**src/rtl/avfs_dfs_ctrl.sv**
```systemverilog
// ---------------------------------------------------------------------------
// avfs_dfs_ctrl: activity-driven dynamic frequency scaling controller.
//
// Each channel counts the busy cycles in a shared observation window. At the
// end of a window the count is compared against two thresholds to request a
// faster (UP) or slower (DOWN) clock. A per-channel hysteresis counter makes
// sure a request repeats for HYST windows before the divider select moves by
// one step. A boost bit drops a busy channel straight to full speed, and a
// software override can pin any channel to a fixed divider.
//
// Ports
//   clk_i, rst_i         single clock, synchronous active-high reset
//   activity_i[N_CH]     per-channel busy indication
//   cfg_req_i/we_i/addr_i/wdata_i  register access request
//   cfg_rvalid_o/rdata_o           read response
//   div_sel_o            channel n divider select in [n*DIV_W +: DIV_W]
//   clk_en_o[N_CH]       per-channel enable pulse, one every div_sel+1 cycles
//
// Register port: there is no back-pressure. A request with cfg_req_i=1 is
// accepted in the same cycle; a write lands at the next edge, a read answers
// with cfg_rvalid_o=1 and cfg_rdata_o exactly one cycle later.
// ---------------------------------------------------------------------------
module avfs_dfs_ctrl #(
    parameter int N_CH  = 2,
    parameter int WIN_W = 8,
    parameter int DIV_W = 4,
    parameter int HYST  = 2
) (
    input  logic                   clk_i,
    input  logic                   rst_i,
    input  logic [N_CH-1:0]        activity_i,
    input  logic                   cfg_req_i,
    input  logic                   cfg_we_i,
    input  logic [7:0]             cfg_addr_i,
    input  logic [31:0]            cfg_wdata_i,
    output logic                   cfg_rvalid_o,
    output logic [31:0]            cfg_rdata_o,
    output logic [N_CH*DIV_W-1:0]  div_sel_o,
    output logic [N_CH-1:0]        clk_en_o
);

    localparam logic [7:0] ADDR_CTRL = 8'h00;
    localparam logic [7:0] ADDR_WIN  = 8'h04;
    localparam logic [7:0] ADDR_THH  = 8'h08;
    localparam logic [7:0] ADDR_THL  = 8'h0C;
    localparam logic [7:0] ADDR_DMAX = 8'h10;
    localparam logic [7:0] ADDR_OVR  = 8'h14;

    localparam int HC_W = (HYST < 2) ? 1 : $clog2(HYST + 1);

    localparam logic [WIN_W-1:0] WIN_ONE    = WIN_W'(1);
    localparam logic [DIV_W-1:0] DIV_ONE    = DIV_W'(1);
    localparam logic [HC_W-1:0]  HC_ONE     = HC_W'(1);
    localparam logic [HC_W-1:0]  HC_HYST    = HC_W'(HYST);
    localparam logic [WIN_W-1:0] THR_HI_RST = WIN_W'(3 << (WIN_W - 2));
    localparam logic [WIN_W-1:0] THR_LO_RST = WIN_W'(1 << (WIN_W - 3));

    logic [1:0]       ctrl_q, ctrl_d;
    logic [WIN_W-1:0] win_len_q, win_len_d;
    logic [WIN_W-1:0] thr_hi_q, thr_hi_d;
    logic [WIN_W-1:0] thr_lo_q, thr_lo_d;
    logic [DIV_W-1:0] div_max_q, div_max_d;
    logic [N_CH-1:0]  ovr_en_q, ovr_en_d;
    logic [WIN_W-1:0] win_cnt_q, win_cnt_d;
    logic             rvalid_q;
    logic [31:0]      rdata_q, rdata_d;

    logic             wr_en, win_len_wr, en, boost, win_end;
    logic [WIN_W-1:0] win_last;

    assign wr_en      = cfg_req_i & cfg_we_i;
    assign win_len_wr = wr_en && (cfg_addr_i == ADDR_WIN);
    assign en         = ctrl_q[0];
    assign boost      = ctrl_q[1];
    // A window length of 0 is treated as 1 so the window always ends.
    assign win_last   = (win_len_q == '0) ? '0 : win_len_q - WIN_ONE;
    assign win_end    = en && (win_cnt_q >= win_last);

    always_comb begin
        ctrl_d    = ctrl_q;
        win_len_d = win_len_q;
        thr_hi_d  = thr_hi_q;
        thr_lo_d  = thr_lo_q;
        div_max_d = div_max_q;
        ovr_en_d  = ovr_en_q;
        if (wr_en) begin
            case (cfg_addr_i)
                ADDR_CTRL: ctrl_d    = cfg_wdata_i[1:0];
                ADDR_WIN:  win_len_d = cfg_wdata_i[WIN_W-1:0];
                ADDR_THH:  thr_hi_d  = cfg_wdata_i[WIN_W-1:0];
                ADDR_THL:  thr_lo_d  = cfg_wdata_i[WIN_W-1:0];
                ADDR_DMAX: div_max_d = cfg_wdata_i[DIV_W-1:0];
                ADDR_OVR:  ovr_en_d  = cfg_wdata_i[N_CH-1:0];
                default:   ;
            endcase
        end
        win_cnt_d = (!en || win_len_wr || win_end) ? '0 : win_cnt_q + WIN_ONE;
    end

    always_comb begin
        rdata_d = '0;
        case (cfg_addr_i)
            ADDR_CTRL: rdata_d = {30'd0, ctrl_q};
            ADDR_WIN:  rdata_d = 32'(win_len_q);
            ADDR_THH:  rdata_d = 32'(thr_hi_q);
            ADDR_THL:  rdata_d = 32'(thr_lo_q);
            ADDR_DMAX: rdata_d = 32'(div_max_q);
            ADDR_OVR:  rdata_d = 32'(ovr_en_q);
            default: begin
                for (int n = 0; n < N_CH; n++) begin
                    if (cfg_addr_i == 8'(32'h20 + 4 * n))
                        rdata_d = 32'(div_sel_o[n*DIV_W +: DIV_W]);
                end
            end
        endcase
    end

    always_ff @(posedge clk_i) begin
        if (rst_i) begin
            ctrl_q    <= 2'b01;
            win_len_q <= '1;
            thr_hi_q  <= THR_HI_RST;
            thr_lo_q  <= THR_LO_RST;
            div_max_q <= '1;
            ovr_en_q  <= '0;
            win_cnt_q <= '0;
            rvalid_q  <= 1'b0;
            rdata_q   <= '0;
        end else begin
            ctrl_q    <= ctrl_d;
            win_len_q <= win_len_d;
            thr_hi_q  <= thr_hi_d;
            thr_lo_q  <= thr_lo_d;
            div_max_q <= div_max_d;
            ovr_en_q  <= ovr_en_d;
            win_cnt_q <= win_cnt_d;
            rvalid_q  <= cfg_req_i & ~cfg_we_i;
            rdata_q   <= (cfg_req_i & ~cfg_we_i) ? rdata_d : '0;
        end
    end

    assign cfg_rvalid_o = rvalid_q;
    assign cfg_rdata_o  = rdata_q;

    for (genvar n = 0; n < N_CH; n++) begin : g_ch
        localparam logic [7:0] CH_ADDR = 8'(32'h20 + 4 * n);

        logic [DIV_W-1:0] div_sel_q, div_sel_d;
        logic [DIV_W-1:0] div_cnt_q, div_cnt_d;
        logic [WIN_W-1:0] act_q, act_d, act_tot;
        logic [HC_W-1:0]  hyst_q, hyst_d, hyst_win;
        logic             dir_up_q, dir_up_d;
        logic [31:0]      ovr_val_q, ovr_val_d;
        logic [DIV_W-1:0] ovr_clip;
        logic             ch_wr, up_req, dn_req, step_now;

        assign ch_wr = wr_en && (cfg_addr_i == CH_ADDR);

        always_comb begin
            ovr_val_d = ch_wr ? cfg_wdata_i : ovr_val_q;
            // Full-width compare so an override larger than DIV_W bits clips.
            ovr_clip  = (ovr_val_q > 32'(div_max_d)) ? div_max_d : ovr_val_q[DIV_W-1:0];

            // Busy count including this cycle; this is what the window-end
            // decision sees, so the last cycle of a window counts.
            act_tot = (act_q == '1) ? act_q
                                    : act_q + {{(WIN_W-1){1'b0}}, activity_i[n]};
            act_d   = (!en || win_len_wr || win_end) ? '0 : act_tot;

            up_req = (act_tot >= thr_hi_q);
            dn_req = !up_req && (act_tot <= thr_lo_q);
            if (up_req)      hyst_win = dir_up_q  ? hyst_q + HC_ONE : HC_ONE;
            else if (dn_req) hyst_win = !dir_up_q ? hyst_q + HC_ONE : HC_ONE;
            else             hyst_win = '0;
            step_now = (hyst_win >= HC_HYST);

            div_sel_d = div_sel_q;
            hyst_d    = hyst_q;
            dir_up_d  = dir_up_q;
            if (ovr_en_q[n]) begin
                div_sel_d = ovr_clip;
                hyst_d    = '0;
            end else if (!en) begin
                hyst_d = '0;
            end else if (boost && activity_i[n] && (div_sel_q != '0)) begin
                div_sel_d = '0;
                hyst_d    = '0;
            end else if (win_end) begin
                if (up_req || dn_req) dir_up_d = up_req;
                if (step_now) begin
                    hyst_d = '0;
                    if (up_req)
                        div_sel_d = (div_sel_q == '0) ? '0 : div_sel_q - DIV_ONE;
                    else
                        div_sel_d = (div_sel_q >= div_max_q) ? div_max_q
                                                             : div_sel_q + DIV_ONE;
                end else begin
                    hyst_d = hyst_win;
                end
            end
            // Uses the incoming DIV_MAX so a lowering write clamps at once.
            if (div_sel_d > div_max_d) div_sel_d = div_max_d;

            // Restart the divider on any select change so the new period
            // opens with an enable pulse.
            if (div_sel_d != div_sel_q)     div_cnt_d = '0;
            else if (div_cnt_q >= div_sel_q) div_cnt_d = '0;
            else                             div_cnt_d = div_cnt_q + DIV_ONE;
        end

        always_ff @(posedge clk_i) begin
            if (rst_i) begin
                div_sel_q <= '0;
                div_cnt_q <= '0;
                act_q     <= '0;
                hyst_q    <= '0;
                dir_up_q  <= 1'b0;
                ovr_val_q <= '0;
            end else begin
                div_sel_q <= div_sel_d;
                div_cnt_q <= div_cnt_d;
                act_q     <= act_d;
                hyst_q    <= hyst_d;
                dir_up_q  <= dir_up_d;
                ovr_val_q <= ovr_val_d;
            end
        end

        assign div_sel_o[n*DIV_W +: DIV_W] = div_sel_q;
        assign clk_en_o[n]                 = (div_cnt_q == '0);
    end

endmodule

```
**config.mk**
```make
export PLATFORM = sky130hd
export DESIGN_NAME = avfs_dfs_ctrl
export DESIGN_NICKNAME = d
export VERILOG_FILES = /design/src/rtl/avfs_dfs_ctrl.sv
export SDC_FILE = /design/constraint.sdc
export NUM_CORES = 1
export LEC_CHECK = 0
export BUFFER_PORTS_ARGS = -buffer_cell sky130_fd_sc_hd__buf_2
export CORE_MARGIN = 2
export CORE_UTILIZATION = 60
export CTS_BUF_LIST = sky130_fd_sc_hd__clkbuf_8
export CTS_CLUSTER_SIZE = 30
export DETAILED_ROUTE_END_ITERATION = 8
export HOLD_SLACK_MARGIN = 0.03
export PLACE_DENSITY = 0.84
export SYNTH_ARGS = -nofsm -noshare
export SYNTH_HDL_FRONTEND = slang
export SYNTH_SLANG_ARGS = --single-unit
```
**constraint.sdc**
```tcl
create_clock -name clk_i -period 7.9 [get_ports clk_i]
set_input_delay 0.79 -clock clk_i [delete_from_list [all_inputs] [get_ports clk_i]]
set_output_delay 0.79 -clock clk_i [all_outputs]
set_load 0.03 [all_outputs]
```
==> results of run 1 <==
[power groups by stage]
stage | Combinational, mW | Clock [mW] | Sequential (mW)
6_report | 0.0920 | 0.594 | 0.769
5_1_grt | 0.100 | 0.629 | 0.769
4_1_cts | 0.0903 | 0.601 | 0.769
3_5_place_dp | 0.0896 | 0 | 0.786
3_3_place_gp | 0.0880 | 0 | 0.786
2_1_floorplan | 0.0675 | 0 | 0.785
[layer usage]
metal	track usage	vias to the layer above	wire length, µm
met5	0	-	13
met4	0.130	2	813
met3	0.0746	74	2380
met2	0.488	424	11500
met1	0.397	4201	10800
li1	-	4368	-
[registers in the layout, indices dropped and copies added, names as in the netlist]
| register | cells |
|---|---|
| cfg_rdata_o | 8 |
| cfg_rvalid_o | 1 |
| ctrl_q | 2 |
| div_max_q | 4 |
| g_ch.act_q | 16 |
| g_ch.dir_up_q | 2 |
| g_ch.div_cnt_q | 8 |
| g_ch.div_sel_q | 8 |
| g_ch.hyst_q | 4 |
| g_ch.ovr_val_q | 64 |
| ovr_en_q | 2 |
| thr_hi_q | 8 |
| thr_lo_q | 8 |
| win_cnt_q | 8 |
| win_len_q | 8 |
[worst max path at each step]
stage / to / slack (ns) / cells after the start
after floorplan: g_ch[1].div_cnt_q[2]$_SDFF_PP0_ / 2.16 / 21
after global placement: g_ch[0].div_cnt_q[1]$_SDFF_PP0_ / 1.28 / 23
after detailed placement: g_ch[0].div_cnt_q[3]$_SDFF_PP0_ / 1.25 / 23
after CTS: g_ch[0].div_cnt_q[3]$_SDFF_PP0_ / 1.73 / 23
after global routing: g_ch[0].div_cnt_q[2]$_SDFF_PP0_ / 1.04 / 25
final: g_ch[0].div_cnt_q[3]$_SDFF_PP0_ / 1.65 / 23
[logic make-up after synthesis]
logic type	Yosys count	share of synthesized area
compound gates	294	0.206
xor+xnor	36	0.0330
fa+ha+maj	86	0.113
buf+inv	127	0.0602
flops	151	0.317
mux	31	0.0329
other cells	1	0.000393
simple gates	486	0.238
[metrics by stage]
stage / utilization / setup WS, ns / instance area [µm²] / hold slack [ns] / std cells
final: 0.654 / 1.65 / 10300 / 0.457 / 1475
after global routing: 0.654 / 1.04 / 10300 / 0.482 / 1475
after CTS: 0.654 / 1.73 / 10300 / 0.459 / 1475
after detailed placement: 0.629 / 1.25 / 9880 / 0.446 / 1443
after global placement: 0.629 / 1.28 / 9880 / 0.438 / 1443
after floorplan: - / 2.16 / 9630 / 0.426 / 1235
[area by class of cell]
type                            instances  area [µm²]
Clock inverter                         15         159
Fill cell                            1413        5440
Sequential cell                       151        3020
Timing Repair Buffer                   70         365
Inverter                               49         186
Multi-Input combinational cell        957        6040
Clock buffer                           17         234
Tap cell                              216         270
[cells in the final DEF, fill, tap and decap left out, types with 8 or more instances in the layout]
master / instances
sky130_fd_sc_hd__nand2_1: 222
sky130_fd_sc_hd__dfxtp_1: 151
sky130_fd_sc_hd__a21oi_1: 119
sky130_fd_sc_hd__ha_1: 86
sky130_fd_sc_hd__nor2_1: 79
sky130_fd_sc_hd__buf_2: 64
sky130_fd_sc_hd__o21ai_0: 48
sky130_fd_sc_hd__nand3_1: 47
sky130_fd_sc_hd__inv_1: 46
sky130_fd_sc_hd__mux2i_1: 28
sky130_fd_sc_hd__nor4_1: 24
sky130_fd_sc_hd__conb_1: 24
sky130_fd_sc_hd__nor3_1: 20
sky130_fd_sc_hd__xnor2_1: 18
sky130_fd_sc_hd__xor2_1: 18
sky130_fd_sc_hd__nand4_1: 17
sky130_fd_sc_hd__o211ai_1: 17
sky130_fd_sc_hd__clkbuf_8: 17
sky130_fd_sc_hd__and3_1: 14
sky130_fd_sc_hd__nand2b_1: 14
sky130_fd_sc_hd__nor2b_1: 13
sky130_fd_sc_hd__a211o_1: 10
sky130_fd_sc_hd__a21o_1: 10
sky130_fd_sc_hd__a211oi_1: 10
sky130_fd_sc_hd__o21a_1: 8
[tightest hold or removal path: stages, from the launching register on]
cell and delay (ns):
sky130_fd_sc_hd__dfxtp_1 0.32, sky130_fd_sc_hd__nand2_1 0.05, sky130_fd_sc_hd__a21oi_1 0.05
==> results.txt, run 1 <==
The worst clock skew is 0.0151 ns, and the proportion of netlist area held by the largest area contributor is 0.317. For the worst setup path, the data required time is 8.24 ns. Summed over all cells, the static leakage comes to 4.24 nW. In this run the remaining antenna-violating nets after routing total 0. The sum of overflow across all layers after global routing is 0, and the number of antenna repair diodes is 0. Combined buffer and inverter count along the critical path: 1.

The number of cells on the worst reg-to-reg path is 22. The tools report the launch point of the worst reg-to-reg path as g_ch[0].act_q[0]$_SDFF_PP0_. The initial core utilization came out at 0.607. The die covers 16900 µm². Yosys printed 0 warnings.

In this run the horizontal extent of the chip is 130 µm. The net switching component of the power is 0.424 mW. The flow ran to the end, and the final reports show no timing, DRC or antenna violations.

Clock-pin slew was measured on the worst setup and hold paths at 0.09 ns. The clock passes through at most 2 buffers. The worst register-to-register path ends at g_ch[0].div_cnt_q[3]$_SDFF_PP0_. Total clock buffers created by CTS: 17. The slew at the pin closest to its max-slew limit is 1.12 ns. Dividing total power by cell area gives a power density of 142 nW/µm². Number of global-route vias before repair: 8455.

The worst setup path is launched from a primary input. The critical path starts at activity_i[0]. Data on the critical path arrives at its endpoint at 6.59 ns. Clock latency on the worst-skew pair, taken at its later pin, is 0.47 ns.

The slowest stage cell on the critical path was sky130_fd_sc_hd__a21oi_1. Buffers added to address setup during post-CTS repair amount to 0. The first routing iteration left 758 violations. For the headroom to the max-slew limit, the log shows 0.249. The worst ir drop on vdd is 0.000131 V, and the internal power of the cells is 1.03 mW. TritonCTS built the clock tree. During placement, the flow inserted port buffers numbering 64.

The synthesized area per cell is 7.87 µm², and the total of max-cap violations is 0. The row count is 46, and the peak clock frequency supported by timing is 160 MHz. The design draws 1.45 mW.

The power share of the sequential group came out at 0.529. The synthesized area is 9540 µm², and the number of distinct standard cells referenced by the synthesized netlist is 73. The category of the most critical setup path is in2reg.

Traced cell by cell, the critical path runs through buf_2, ha_1, ha_1, xnor2_1, nand2_1, ha_1, a211oi_1, o21ai_0, a21oi_1, nand4b_1, a21oi_1, o32ai_1, o21ai_0, o21ai_0, ha_1, and2_1, o21ai_0, a32o_1, nand3_1, o211ai_1, a311oi_1, a221oi_1, nor4_1. Setup repair after global routing left no endpoint under its margin. In the routed layout, each cell is associated on average with a via count of 6.15.

The number of design rule violations left after detail routing is 0. The run gives 151 as the sink count of the clock tree. The part of the cycle the worst path needs came out at 0.792. The final-stage net count was 1378; the global-route total usage across every layer was 0.306. The root buffer cell chosen for the clock tree is sky130_fd_sc_hd__clkbuf_8.

The relative area change from synthesis to final layout is 7.73%. The primary flip-flop cell chosen by synthesis mapping was sky130_fd_sc_hd__dfxtp_1. After clock tree synthesis, the flow added hold-fix buffers numbering 0. The worst setup path is captured at a flop.

The share of flip-flops with an asynchronous set or reset after synthesis was 0; the total of flip-flops plus latches after synthesis was 151. The run gives 15700 µm² as the area of the placeable core. Post-CTS repair changed the size of 0 cells. Summed over all failing endpoints, the final setup total negative slack is 0 ns. For the sequential-to-total area share from yosys stat, the log shows 0.317. The combinational share of power was 0.063; the clock share of power was 0.408. The worst hold path was traced through 2 stages. Among all cell types in the netlist, the one instantiated most often is sky130_fd_sc_hd__nand2_1. The tools report the synthesized netlist cell count as 1212.

89 I/O pins were placed. The half-perimeter wire length of the detailed placement result is 18.8 mm. The H-tree was split into 4 levels. The global-route wire length before repair came out at 40.9 mm.

The worst hold path belongs to the class reg2reg. The number of max-slew violations in the final report is 0, and the count of flip-flops with a built-in enable after synthesis is 0. The number of antenna violations at the first check in global routing is 1. Hold violation count in the final report: 0.

The worst register-to-register path has a setup slack of 1.77 ns. The largest total area in the synthesized netlist belongs to sky130_fd_sc_hd__dfxtp_1. The largest net degree at the start of global routing was 50; the count of vias placed by the detailed router was 9069. The average routed wire per standard cell works out to 17.3 µm. The fraction of final layout cells sized beyond drive strength 1 was 0.100; the time the worst path needs with I/O delays and setup was 6.25 ns.

The switching fraction of total power was 0.291. Routability-driven placement finished with a final weighted congestion of 0.988. In this design, the largest share of critical-path delay is due to compound AO/OA/AOI/OAI gates.

Counting instances in the post-synthesis netlist gives the leading cell types as 222 x sky130_fd_sc_hd__nand2_1, 151 x sky130_fd_sc_hd__dfxtp_1, 119 x sky130_fd_sc_hd__a21oi_1. Setup violations remaining at the end of the flow were counted as 0. The maximum fanout count along the critical path is 13. Yosys attributes the largest share of cell area to sky130_fd_sc_hd__dfxtp_1 32%, sky130_fd_sc_hd__ha_1 11%, sky130_fd_sc_hd__nand2_1 8.7%. In this run the vertical extent of the chip is 130 µm. The final routed wirelength across all metal layers was 25.5 mm.

For hold timing, the worst endpoint is g_ch[1].ovr_val_q[26]$_SDFFE_PP0P_. The pre-antenna-repair detailed-routing pass consisted of 6 iterations. The startpoint identified for the worst hold timing path is g_ch[1].ovr_val_q[26]$_SDFFE_PP0P_. The largest single stage delay on the critical path is 0.74 ns.
(Power assumes the default switching activity.)
==> run 2: changes to the inputs <==
==> constraint.sdc (replaced) <==
create_clock -name clk_i -period 6.46 [get_ports clk_i]
set_input_delay 0.646 -clock clk_i [delete_from_list [all_inputs] [get_ports clk_i]]
set_output_delay 0.646 -clock clk_i [all_outputs]
set_load 0.03 [all_outputs]
==> results.txt, run 2 (synthesis gave the netlist of run 1 again) <==
The flow ran to the end, and the final reports show no timing, DRC or antenna violations. The sum of overflow across all layers after global routing is 0 (unchanged), and the number of hold buffers added after CTS is 0 (unchanged). The number of antenna repair diodes is 0 (unchanged). The startpoint identified for the worst register-to-register timing path is g_ch[1].act_q[3]$_SDFF_PP0_. The clock-pin transition on the worst setup and hold timing paths works out to 0.09 ns (about the same). The tightest min-delay check is of the in2reg type. The switching fraction of total power was 0.276 (-0.0153). The run gives 10300 µm² (+0.27%) as the design area.

In the final layout, the registers with the most flip-flops are g_ch.ovr_val_q x64, g_ch.act_q x16. The leakage power total is 4.26 nW (+0.52%). The number of primary I/O pins is 89 (unchanged). The maximum fanout count along the critical path was 14 (+1). The part of the cycle the worst path needs came out at 0.916.

The sink count of the clock tree is 151 (unchanged), and the total power density per cell area is 168 nW/µm² (+19%). The tools report the number of antenna violations at the first check in global routing as 0 (-1). The logs give 0 (unchanged) for the number of design rule violations left after detail routing and 0 (unchanged) for the number of max-slew violations in the final report. Following the worst setup path forward leads to its endpoint at g_ch[1].div_cnt_q[2]$_SDFF_PP0_. The run gives 2 (unchanged) as the maximum number of buffers from clock root to sink.

The library cells used most frequently in the layout, excluding fill and tap cells, are 222 x sky130_fd_sc_hd__nand2_1, 151 x sky130_fd_sc_hd__dfxtp_1, 119 x sky130_fd_sc_hd__a21oi_1. The number of cells traversed by the worst register-to-register path was 21 (-4.5%); the met3 wirelength from detailed routing was 2.04 mm (-14%). The post-detailed-route via-to-cell ratio was 6.13 (-0.33%); the power share of the sequential group was 0.542 (+0.013). The sum of routed wire segments on met1 is 11.0 mm (+2.2%), and the count of vias placed by the detailed router is 9082 (+0.14%). The internal power of the cells is 1.25 mW (+22%), and the clock share of power is 0.393 (-0.015). The fraction of final layout cells sized beyond drive strength 1 was 0.106 (+0.00577).

H-tree level count: 4 (unchanged). After detailed routing, no signal wire sits above met4. The run gives 849 (+12%) as the iteration-0 DRC count of the detailed router.

The worst-case setup margin in the final layout came out at 0.545 ns (-1.10 ns). TritonCTS built the clock tree. Commonest non-fill, non-tap cell in the layout: sky130_fd_sc_hd__nand2_1.

The run gives 0 (unchanged) as the total setup violations reported at the end of the flow. The logs give 0.308 (+0.00206) for the global-route total usage across every layer and 0.478 mW (+13%) for the net switching component of the power. The tools report the worst clock skew as 0.0131 ns (-0.00199 ns).

The tools report the floorplan die area as 16900 µm² (unchanged). The logs give 6.79 ns (-1.45 ns) for the data required time at the worst endpoint and 0.240 (-0.00859) for the headroom to the max-slew limit. The hold violation count in the final report was 0 (unchanged); the remaining antenna violation count was 0 (unchanged). The final-layout fill cell count was 1363 (-3.5%). The total negative setup slack was 0 ns (unchanged). The number of flip-flops under the largest register name works out to 64 (unchanged). The element type at the critical path start is a flop.

Category of the most critical setup path: reg2reg. The register with the most flip-flops in the final layout is g_ch.ovr_val_q. The total clock buffers created by CTS was 17 (unchanged); the length of the first detailed-routing pass in iterations was 6 (unchanged).

The detailed route wirelength on metal2 was 11.6 mm (+0.85%); the initial core utilization was 0.607 (unchanged). The global-route wire length before repair was 41.5 mm (+1.4%). The peak clock frequency supported by timing was 169 MHz; the combinational share of power was 0.065 (+0.002). Cell area after placement: 9940 µm² (+0.61%). The arrival time of data at the critical path endpoint was 6.25 ns (-0.34 ns). The vertical die dimension was 130 µm (unchanged); the worst ir drop on vdd was 0.000144 V (+9.4%). The cell depth of the worst min-delay path is 3 (+1), and the average routed wire per standard cell is 17.1 µm (-0.79%). The number of global-route vias before repair was 8493 (+0.45%); the slew at the pin closest to its max-slew limit was 1.13 ns (+0.0128 ns).

The placer congestion estimate was 0.950 (-3.8%). The clock latency at the later pin of the worst-skew pair is 0.46 ns (about the same), and the die outline width is 130 µm (unchanged). Setup slack on the worst flop-to-flop path: 0.54 ns (-1.23 ns). The launching instance or port of the critical path was g_ch[1].act_q[3]$_SDFF_PP0_.

STA classifies the critical path endpoint as a flop. The worst register-to-register path ends at g_ch[1].div_cnt_q[2]$_SDFF_PP0_. The area of the placeable core is 15700 µm² (unchanged).

The relative area change from synthesis to final layout was 8.01%. The row count is 46 (unchanged), and the half-perimeter wire length of the detailed placement result is 18.9 mm (+0.67%). The tree is rooted in a sky130_fd_sc_hd__clkbuf_8. The worst path needs 5.92 ns of the cycle, external delays included. Setup repair after global routing left no endpoint under its margin. Number of port buffers: 64 (unchanged). The total of max-cap violations is 0 (unchanged), and the minimum setup slack after placement is 0.310 ns (-0.936 ns). The logs give 1386 (+0.58%) for the final-stage net count and 25.4 mm (-0.32%) for the final routed wirelength across all metal layers. The largest net degree at the start of global routing is 74 (+48%).
-- run 2: cell count changes in the layout (fill, tap and decap cells not counted) --
cell / before / now
sky130_fd_sc_hd__buf_4: 6 / 14
sky130_fd_sc_hd__clkinv_8: 3 / 0
sky130_fd_sc_hd__clkinvlp_4: 0 / 2
sky130_fd_sc_hd__inv_8: 5 / 3
sky130_fd_sc_hd__clkbuf_8: 17 / 18
sky130_fd_sc_hd__clkinv_4: 1 / 2
sky130_fd_sc_hd__o21a_1: 8 / 7
sky130_fd_sc_hd__o21a_2: 0 / 1
-- run 2: area by class of cell --
cell class                 instances  area [µm²]  share of cell area
multi-input combinational        957        6040               0.586
sequential                       151        3020               0.293
timing repair buffer              78         425              0.0413
tap                              216         270              0.0262
clock buffer                      18         248              0.0240
inverter                          49         186              0.0181
clock inverter                    13         111              0.0108
-- run 2: worst min-delay path by stage --
| stage | from | endpoint | slack [ns] |
|---|---|---|---|
| floorplan | win_cnt_q[0]$_SDFF_PP0_ | win_cnt_q[0]$_SDFF_PP0_ | 0.43 |
| global placement | g_ch[0].ovr_val_q[11]$_SDFFE_PP0P_ | g_ch[0].ovr_val_q[11]$_SDFFE_PP0P_ | 0.44 |
| detailed placement | g_ch[1].ovr_val_q[17]$_SDFFE_PP0P_ | g_ch[1].ovr_val_q[17]$_SDFFE_PP0P_ | 0.45 |
| CTS | cfg_wdata_i[30] | g_ch[1].ovr_val_q[30]$_SDFFE_PP0P_ | 0.41 |
| global route | cfg_wdata_i[9] | g_ch[1].ovr_val_q[9]$_SDFFE_PP0P_ | 0.42 |
| finish | cfg_wdata_i[22] | g_ch[1].ovr_val_q[22]$_SDFFE_PP0P_ | 0.43 |
-- run 2: stage by stage --
stage          std cells  utilization  hold slack [ns]  power [mW]
2_1_floorplan       1235            -            0.426        1.04
3_3_place_gp        1451        0.633            0.443        1.07
3_5_place_dp        1451        0.633            0.448        1.07
4_1_cts             1482        0.656            0.408        1.74
5_1_grt             1482        0.656            0.418        1.79
6_report            1482        0.656            0.426        1.73
-- run 2: metal layers --
| layer | global-route usage | vias up |
|---|---|---|
| met2 | 0.492 | 400 |
| li1 | - | 4391 |
| met4 | 0.139 | 0 |
| met3 | 0.0578 | 59 |
| met5 | 0 | - |
| met1 | 0.407 | 4232 |
-- run 2: worst max-delay path, cell delays in order, from the launching register on --
cell                        delay (ns)
sky130_fd_sc_hd__dfxtp_1          0.40
sky130_fd_sc_hd__and3_1           0.21
sky130_fd_sc_hd__nand2_1          0.08
sky130_fd_sc_hd__or2_2            0.42
sky130_fd_sc_hd__nor2b_1          0.21
sky130_fd_sc_hd__ha_1             0.26
sky130_fd_sc_hd__nand2b_1         0.14
sky130_fd_sc_hd__a2111oi_1        0.45
sky130_fd_sc_hd__o21a_2           0.37
sky130_fd_sc_hd__nand4b_1         0.20
sky130_fd_sc_hd__a211oi_1         0.49
sky130_fd_sc_hd__nor2_1           0.07
sky130_fd_sc_hd__o41ai_1          0.50
sky130_fd_sc_hd__ha_1             0.34
sky130_fd_sc_hd__o211a_1          0.12
sky130_fd_sc_hd__o21ai_0          0.17
sky130_fd_sc_hd__buf_4            0.24
sky130_fd_sc_hd__nand2_1          0.11
sky130_fd_sc_hd__a2111oi_1        0.65
sky130_fd_sc_hd__a2111oi_4        0.14
sky130_fd_sc_hd__nand3_1          0.14
sky130_fd_sc_hd__nor3_2           0.05
-- run 2: repair_timing --
item / 4_1_cts / 5_1_grt
endpoints found under the setup margin: 0 / 4
buffers inserted: 0 / 0
resized for setup: 0 / 1
-- run 2: power groups by stage --
| stage | sequential [mW] | combinational, mW | clock (mW) |
|---|---|---|---|
| floorplan | 0.961 | 0.0826 | 0 |
| CTS | 0.940 | 0.111 | 0.691 |
| finish | 0.940 | 0.113 | 0.680 |
| global placement | 0.961 | 0.107 | 0 |
| global route | 0.941 | 0.123 | 0.729 |
| detailed placement | 0.961 | 0.110 | 0 |
